## config.mk

```make
export PLATFORM = sky130hd
export DESIGN_NAME = serial_sub_flags
export DESIGN_NICKNAME = d
export VERILOG_FILES = /design/src/rtl/serial_sub_flags.sv
export SDC_FILE = /design/constraint.sdc
export NUM_CORES = 1
export LEC_CHECK = 0
export CORE_MARGIN = 2
export CORE_UTILIZATION = 45
export CTS_CLUSTER_SIZE = 14
export DETAILED_ROUTE_END_ITERATION = 16
export PLACE_DENSITY = 0.83
export SYNTH_ARGS = -nofsm -noshare
export SYNTH_HDL_FRONTEND = slang
export SYNTH_SLANG_ARGS = --single-unit
```

## constraint.sdc

```tcl
create_clock -name clk -period 1.55 [get_ports clk]
set_clock_uncertainty 0.05 [all_clocks]
set_input_delay 0.155 -clock clk [delete_from_list [all_inputs] [get_ports clk]]
set_output_delay 0.155 -clock clk [all_outputs]
set_load 0.01 [all_outputs]
```

## src/rtl/serial_sub_flags.sv

```systemverilog
`default_nettype none
// ============================================================================
//  Module      : serial_sub_flags
//  Description : Bit-serial, LSB-first N-bit subtractor with borrow-in.
//                Computes diff = a - b - bin over N clock cycles under a
//                start/busy/done handshake. Produces negative, zero,
//                overflow and borrow-out flags plus a magnitude output.
//                Signed/unsigned interpretation is selected per operation.
//
//  Ports       : clk           - rising-edge clock
//                rst_n         - asynchronous active-low reset
//                start         - operation request, accepted when ready=1
//                a, b          - minuend / subtrahend (captured on start)
//                bin           - borrow-in (captured on start)
//                mode          - 1 = signed, 0 = unsigned (captured on start)
//                ready         - high in IDLE or DONE
//                busy          - high while bits are being processed
//                done          - one-cycle pulse when the result is valid
//                diff          - a - b - bin modulo 2^N
//                magnitude     - |diff| when signed, diff when unsigned
//                borrow_out    - borrow out of bit N-1
//                negative_flag - diff[N-1]
//                zero_flag     - diff == 0
//                overflow_flag - signed overflow (mode=1) or borrow (mode=0)
//
//  Revision    : 1.0 - initial release
// ============================================================================
module serial_sub_flags #(
    parameter int N  = 8,
    parameter int CW = 4
) (
    input  logic         clk,
    input  logic         rst_n,
    input  logic         start,
    input  logic [N-1:0] a,
    input  logic [N-1:0] b,
    input  logic         bin,
    input  logic         mode,
    output logic         ready,
    output logic         busy,
    output logic         done,
    output logic [N-1:0] diff,
    output logic [N-1:0] magnitude,
    output logic         borrow_out,
    output logic         negative_flag,
    output logic         zero_flag,
    output logic         overflow_flag
);

    // ------------------------------------------------------------------------
    // State encoding
    // ------------------------------------------------------------------------
    localparam logic [1:0]    c_IDLE = 2'd0;
    localparam logic [1:0]    c_RUN  = 2'd1;
    localparam logic [1:0]    c_DONE = 2'd2;

    // Exit condition from RUN: the counter compares against N-1 directly, so
    // any slack values above N-1 in a wider counter are never reached.
    localparam logic [CW-1:0] c_LAST = CW'(N - 1);

    // ------------------------------------------------------------------------
    // Registers
    // ------------------------------------------------------------------------
    logic [1:0]    r_state;
    logic [1:0]    w_state_nxt;

    // Operand shift registers: bit 0 always holds the bit being processed.
    logic [N-1:0]  r_a;
    logic [N-1:0]  r_b;
    // Operand sign bits kept aside, since the shift registers lose them.
    logic          r_a_msb;
    logic          r_b_msb;
    logic          r_mode;
    logic          r_borrow;
    logic [CW-1:0] r_count;
    logic [N-1:0]  r_shift;

    // Registered result and flags, updated only on entry to DONE.
    logic [N-1:0]  r_diff;
    logic [N-1:0]  r_magnitude;
    logic          r_borrow_out;
    logic          r_negative;
    logic          r_zero;
    logic          r_overflow;

    // ------------------------------------------------------------------------
    // Combinational datapath
    // ------------------------------------------------------------------------
    logic          w_accept;
    logic          w_last;
    logic          w_bit_a;
    logic          w_bit_b;
    logic          w_bit_d;
    logic          w_borrow_nxt;
    logic [N-1:0]  w_result;
    logic          w_neg;
    logic          w_zero;
    logic          w_signed_ovf;
    logic          w_ovf;
    logic [N-1:0]  w_mag;

    // start is only honoured in IDLE or DONE; anything during RUN is ignored.
    assign w_accept     = start && (r_state != c_RUN);
    assign w_last       = (r_count == c_LAST);

    assign w_bit_a      = r_a[0];
    assign w_bit_b      = r_b[0];
    assign w_bit_d      = w_bit_a ^ w_bit_b ^ r_borrow;
    assign w_borrow_nxt = (~w_bit_a & w_bit_b) | (~(w_bit_a ^ w_bit_b) & r_borrow);

    // New bit enters from the MSB end; after N shifts bit i sits at position i.
    // On the final bit this is the complete difference.
    assign w_result     = {w_bit_d, r_shift[N-1:1]};

    assign w_neg        = w_result[N-1];
    assign w_zero       = (w_result == '0);
    // Operands of differing sign whose result sign differs from the minuend.
    assign w_signed_ovf = (r_a_msb ^ r_b_msb) & (w_result[N-1] ^ r_a_msb);
    assign w_ovf        = r_mode ? w_signed_ovf : w_borrow_nxt;
    // Two's-complement negate; the most negative value maps onto itself.
    assign w_mag        = (r_mode && w_neg) ? ((~w_result) + N'(1)) : w_result;

    // ------------------------------------------------------------------------
    // Next-state logic
    // ------------------------------------------------------------------------
    always_comb begin
        w_state_nxt = r_state;
        case (r_state)
            c_IDLE: begin
                if (start) begin
                    w_state_nxt = c_RUN;
                end
            end
            c_RUN: begin
                if (w_last) begin
                    w_state_nxt = c_DONE;
                end
            end
            c_DONE: begin
                // Back-to-back: a start in the DONE cycle goes straight to RUN.
                w_state_nxt = start ? c_RUN : c_IDLE;
            end
            default: begin
                w_state_nxt = c_IDLE;
            end
        endcase
    end

    always_ff @(posedge clk or negedge rst_n) begin
        if (!rst_n) begin
            r_state <= c_IDLE;
        end else begin
            r_state <= w_state_nxt;
        end
    end

    // ------------------------------------------------------------------------
    // Operand capture and serial processing
    // ------------------------------------------------------------------------
    always_ff @(posedge clk or negedge rst_n) begin
        if (!rst_n) begin
            r_a      <= '0;
            r_b      <= '0;
            r_a_msb  <= 1'b0;
            r_b_msb  <= 1'b0;
            r_mode   <= 1'b0;
            r_borrow <= 1'b0;
            r_count  <= '0;
            r_shift  <= '0;
        end else if (w_accept) begin
            r_a      <= a;
            r_b      <= b;
            r_a_msb  <= a[N-1];
            r_b_msb  <= b[N-1];
            r_mode   <= mode;
            r_borrow <= bin;
            r_count  <= '0;
            r_shift  <= '0;
        end else if (r_state == c_RUN) begin
            r_a      <= r_a >> 1;
            r_b      <= r_b >> 1;
            r_borrow <= w_borrow_nxt;
            r_shift  <= w_result;
            r_count  <= w_last ? '0 : (r_count + CW'(1));
        end
    end

    // ------------------------------------------------------------------------
    // Result and flag registers: loaded once per operation on the last bit,
    // so they hold through any following RUN and are not touched by start.
    // ------------------------------------------------------------------------
    always_ff @(posedge clk or negedge rst_n) begin
        if (!rst_n) begin
            r_diff       <= '0;
            r_magnitude  <= '0;
            r_borrow_out <= 1'b0;
            r_negative   <= 1'b0;
            r_zero       <= 1'b0;
            r_overflow   <= 1'b0;
        end else if ((r_state == c_RUN) && w_last) begin
            r_diff       <= w_result;
            r_magnitude  <= w_mag;
            r_borrow_out <= w_borrow_nxt;
            r_negative   <= w_neg;
            r_zero       <= w_zero;
            r_overflow   <= w_ovf;
        end
    end

    // ------------------------------------------------------------------------
    // Outputs
    // ------------------------------------------------------------------------
    assign ready         = (r_state != c_RUN);
    assign busy          = (r_state == c_RUN);
    assign done          = (r_state == c_DONE);
    assign diff          = r_diff;
    assign magnitude     = r_magnitude;
    assign borrow_out    = r_borrow_out;
    assign negative_flag = r_negative;
    assign zero_flag     = r_zero;
    assign overflow_flag = r_overflow;

endmodule
`default_nettype wire

```

Yosys cells after proc, flatten, opt, wreduce, memory -nomap -nowiden
Index checks and enable logic that the tools add are counted.
- output and inout bits: 23
- bits of input ports: 21
- logic and storage cells: 58
- bits in registers: 54
- multiplexer cells: 17
- bitwise logic cells: 11
- reductions and logical operators: 7
- add/subtract/negate cells: 2
- eq/ne operators: 6
- operators by type and width (kind ; number):
    8-bit two-way mux ; 7
    4-bit two-way mux ; 3
    8-bit by 1-bit adder with 8-bit output (second input constant) ; 1
    8-bit logical NOT ; 1
    8-bit inverter ; 1
    2-bit one-hot mux with 3 select lines ; 1
    4-bit by 1-bit adder with 4-bit output (second input constant) ; 1
    4-bit by 3-bit == test with 1-bit output (second input constant) ; 1
    1-bit two-way mux ; 4
    2-bit two-way mux ; 2
    2-bit by 1-bit != test with 1-bit output (second input constant) ; 2
    1-bit XOR ; 4
    1-bit bitwise AND ; 3
    1-bit logical AND ; 3
    2-bit by 1-bit == test with 1-bit output (second input constant) ; 1
    2-bit == test (second input constant) ; 1
    2-bit logical NOT ; 1
    2-bit != test (second input constant) ; 1
    1-bit inverter ; 2
    2-bit AND reduction ; 1
    2-bit nonzero test ; 1
    1-bit OR ; 1

Depth between registers and ports, before layout
- depth in word-level cells: 6
- gate-level depth with buffers: 8
- depth with buffers taken out: 6

Least setup slack after synthesis
OpenSTA, ideal clock, no wires.
- kind: reg2reg
- start: register r_a[0]
- end: register r_magnitude[6] (netlist: magnitude[6])
- cell stages (with the launch flop): 7
- clock period less this slack: 1.686 ns
- arrival time: 1.509 ns
- data required time: 1.372 ns
- buffers on the path: 0
- setup slack: -0.136 ns
- setup time: 0.128 ns
- cells stage by stage: dfrtp_1 -> inv_1 -> fa_1 -> nand2b_1 -> a21oi_1 -> xnor2_1 -> o21ai_0
- longest elaborated chain between the ends: 4
- ends and longest elaborated chain (what ; RTL line ; RTL):
    from (decl) ; 68 ; logic [N-1:0] r_a;
    from (signal assigned) ; 180 ; r_a <= r_a >> 1;
    1-bit XOR (2 in a row) ; 108 ; assign w_bit_d = w_bit_a ^ w_bit_b ^ r_borrow;
    1-bit logical AND ; 121 ; assign w_mag = (r_mode && w_neg) ? ((~w_result) + N'(1)) : w_result;
    8-bit two-way mux ; 121 ;
    to (signal assigned) ; 202 ; r_magnitude <= w_mag;
    to (decl) ; 80 ; logic [N-1:0] r_magnitude;
Every way passes these cells.
A chain may end at the register's enable or synchronous reset.

Final worst setup path
- start: register r_a[0]
- end: register r_magnitude[7] (netlist: magnitude[7])
- longest elaborated chain between the ends: 5
- elaborated cells between the ends (all ways): 6
- classes of those cells: 1 x add/sub; 1 x mux; 3 x bitwise; 1 x reduce/logical
- ends and longest elaborated chain (what ; RTL line):
    1-bit XOR (*) (2 in a row) ; 108
    8-bit inverter ; 121
    8-bit by 1-bit adder with 8-bit output ; 121
    8-bit two-way mux (*) ; 121
Every way passes the cells marked *; elsewhere a longest branch is shown, timed or not.

==> metrics.txt <==
PortBufs 43; crit path launch r_a[0]; final setup fails 10; global-route congestion overflow total 0; Min-Delay Path Class primary input to asynchronous set/reset pin; Root Buffer clkbuf_8; post-placement cell area 2918 um^2; transition time at the pin with the least slew margin roughly 0.4 ns; Worst Path Required about 1.7 ns; final routed wire length divided by cell count ~13 um; final setup margin -0.1110 ns; Data arrival, critical path approximately 1.8 ns; global-route wire length before repair roughly 8000 um; via count normalized by instance count roughly 5; result of the run finished, violations left; share of Yosys cell area claimed by the top area cell type about 56%; TritonRoute pass-1 iters 4; # Max-Cap Violations 0; number of design rule violations left after detail routing 0; RePlAce Congestion 0.8140; PD cells 2109 nW/um^2; failing checks negative setup slack; Register Area about 1300 um^2; layout overhead on the synthesized area 36.61%; flop and latch count out of synthesis 51; clock latency at the later pin of the worst-skew pair about 0.31 ns; vias in the first global route about 1700; sequential-to-total area share from yosys stat 55.74%; count of different cell masters after synthesis 31; maximum buffer depth of the clock tree 2; kind of start point of the critical path register; critical path's slowest cell fa_2; maximum number of pins on one net before global-route repair 39; Slew HR ~73%; Num CTS Buffers 5; Sink Count slightly above 50; fraction of power consumed by the clock network between 10% and 20%; Crit path top cell by count buf_6; clock tree from TritonCTS yes; type of the worst setup path register to register; maximum fanout encountered on the critical timing path 4; Die ar. 5675 um^2; Multi-input gate area around 960 um^2; worst reg2reg path startpoint r_a[0]; synthesized net count around 250; Chip Width between 70 and 80 um; detailed router's first-iteration violation count 63; leading area contributor after synthesis dfrtp_1; switching share of power between 30% and 40%; Layout fillers about 400; Achievable Freq 0.6020 GHz; routed wire length about 4700 um; Sw Pwr between 2 and 2.5 mW; Antenna Violating Nets Remaining 0; static leakage around 1.4 nW; unrepaired setup endpoints after global routing true; VDD IR max approximately 0.85 mV; Starting Density between 40% and 50%; mean post-synth cell area 10.04 um^2; antenna fix cells 0; final worst path period share 107.2%; Core Region about 4800 um^2; num rows 25; antenna violations before repair 0; combinational cell fraction of total power between 40% and 50%; portion of total power attributed to sequential cells 35.8%; number of slew-limit violations in the final report 0; GRT Overall Usage roughly 18%; H-tree depth 2; number of warnings reported in the yosys synthesis log 0; cell count of the worst reg-to-reg path 7; Die H roughly 75 um; cell-by-cell trace of the critical path inv_2, fa_2, buf_6, buf_4, buf_6, nor2_2, a22o_1; final critical delay including setup and external delays around 1.7 ns; highest cell delay on the worst timing path roughly 0.58 ns; Clock transition at path regs approximately 0.10 ns; share of the core filled with cells in the final layout roughly two thirds; cell types with the largest area share after synthesis dfrtp_1 (56%), nand2_1 (8.9%), mux2i_1 (7.9%); number of nets in the final layout 310; number of primary I/O pins between 40 and 50; post-route cell area 3128 um^2; synthesized netlist cell count approximately 230; vias after detailed routing roughly 1800; internal power between 4 and 5 mW; Hold Violations, Final 0; worst hold slack across all endpoints between 0.2 and 0.3 ns; type of destination of the critical path register; synthesized cell area ~2300 um^2; detailed-placement wirelength estimate between 3000 and 4000 um; fraction of layout instances using a drive strength above 1 18.12%
metrics by stage:
step           worst slack [ns]  cells  power [mW]  setup TNS [ns]
3_5_place_dp            -0.1512    341       5.268         -0.9181
2_1_floorplan          -0.05893    228       3.937         -0.3407
6_report                -0.1110    354       6.597         -0.8428
5_1_grt                 -0.1808    354       7.082          -1.357
4_1_cts                -0.09007    352       6.457         -0.4894
3_3_place_gp           -0.08910    341       5.127         -0.5053
registers in the layout, indices dropped and copies added (netlist names):
| name | flops |
|---|---|
| r_shift | 7 |
| r_b | 8 |
| r_mode | 1 |
| r_borrow | 1 |
| r_b_msb | 1 |
| magnitude | 7 |
| r_a | 8 |
| r_count | 4 |
| zero_flag | 1 |
| borrow_out | 1 |
| diff | 8 |
| overflow_flag | 1 |
| r_a_msb | 1 |
| r_state | 2 |
placed cells by master (no fill, tap or decap), types with 4 or more instances in the layout:
cell type        netlist  final
nand2_1               54     53
dfrtp_1               51     51
clkdlybuf4s50_1        0     39
o21ai_0               36     26
mux2i_1               18     18
buf_4                  2     16
o21ai_1                0     10
nor2_1                 8      6
clkbuf_8               0      6
inv_1                  6      5
xnor2_1                5      4
buf_12                 0      4
critical path, delay by kind of cell, from the launching register on:
family | cells | cell delay, ns
DFF | 1 | 0.37
and+or+nand+nor | 1 | 0.04
AOI/OAI and AO/OA | 1 | 0.17
buffers and inverters | 4 | 0.35
adders and majority gates | 1 | 0.58
cells in the mapped netlist:
cell	instances
nor2b_1	2
a22o_1	1
ha_1	2
nor2_2	1
mux2_2	3
o41ai_1	2
buf_6	2
nand3b_1	1
clkbuf_1	4
inv_1	6
xnor2_1	5
nand3_1	3
nand2b_1	4
a32o_1	1
mux2i_1	18
buf_4	2
buf_2	7
a21o_1	1
nor3_1	2
o21ai_0	36
dfrtp_1	51
nor2_1	8
inv_2	1
fa_1	1
or2_1	1
nand2_1	54
clkbuf_2	1
o221ai_1	1
o31ai_1	3
a21oi_1	3
and2_1	1
path summary, 6_finish.rpt:
kind,endpoint,slack [ns]
worst max-delay path,magnitude[7],-0.11
worst min-delay path,diff[3],0.26
worst max register to register,magnitude[7],-0.11
worst min register to register,diff[2],0.43
max in group asynchronous,r_a[6],0.66
min in group clk,r_mode,0.42
timing repair:
action / 4_1_cts / 5_1_grt
hold endpoints to repair: 17 / 0
buffers inserted: 2 / 2
resized for setup: 20 / 9
setup endpoints to repair: 17 / 31
hold buffers: 1 / 0
pin swaps: 4 / 4
cloned: 0 / 0
cell families (layout without fill, tap and decap cells):
group,count (synthesis),after routing,share of synthesized area [%]
adders and majority gates,3,3,1.967
AOI/OAI and AO/OA,48,48,11.80
DFF,51,51,55.74
muxes,21,21,9.344
xor gates and xnor gates,5,5,1.912
buffers and inverters,23,82,5.190
and+or+nand+nor,77,77,14.04
layer usage:
| metal | global-route usage (%) | vias up | wire, um |
|---|---|---|---|
| met5 | 0 | - | 0 |
| met2 | 29.66 | 41 | 2270 |
| met1 | 24.02 | 846 | 2161 |
| met4 | 6.043 | 0 | 70 |
| li1 | - | 880 | - |
| met3 | 4.762 | 7 | 217 |
area by class of cell:
| cell class | instances | share of cell area [%] |
|---|---|---|
| flip-flops and latches | 51 | 40.80 |
| repair buffers | 67 | 21.16 |
| clock inverters | 2 | 1.120 |
| clock buffers | 6 | 2.640 |
| well taps | 67 | 2.680 |
| multi-input cells | 154 | 30.68 |
| inverters | 7 | 0.9200 |
power by group through the flow:
stage	Combinational, mW	Sequential, mW	Clock, mW
2_1_floorplan	1.53	2.40	0
3_3_place_gp	2.80	2.33	0
3_5_place_dp	2.91	2.36	0
4_1_cts	3.13	2.35	0.971
5_1_grt	3.61	2.44	1.03
6_report	3.27	2.36	0.966
(Power assumes the default switching activity.)
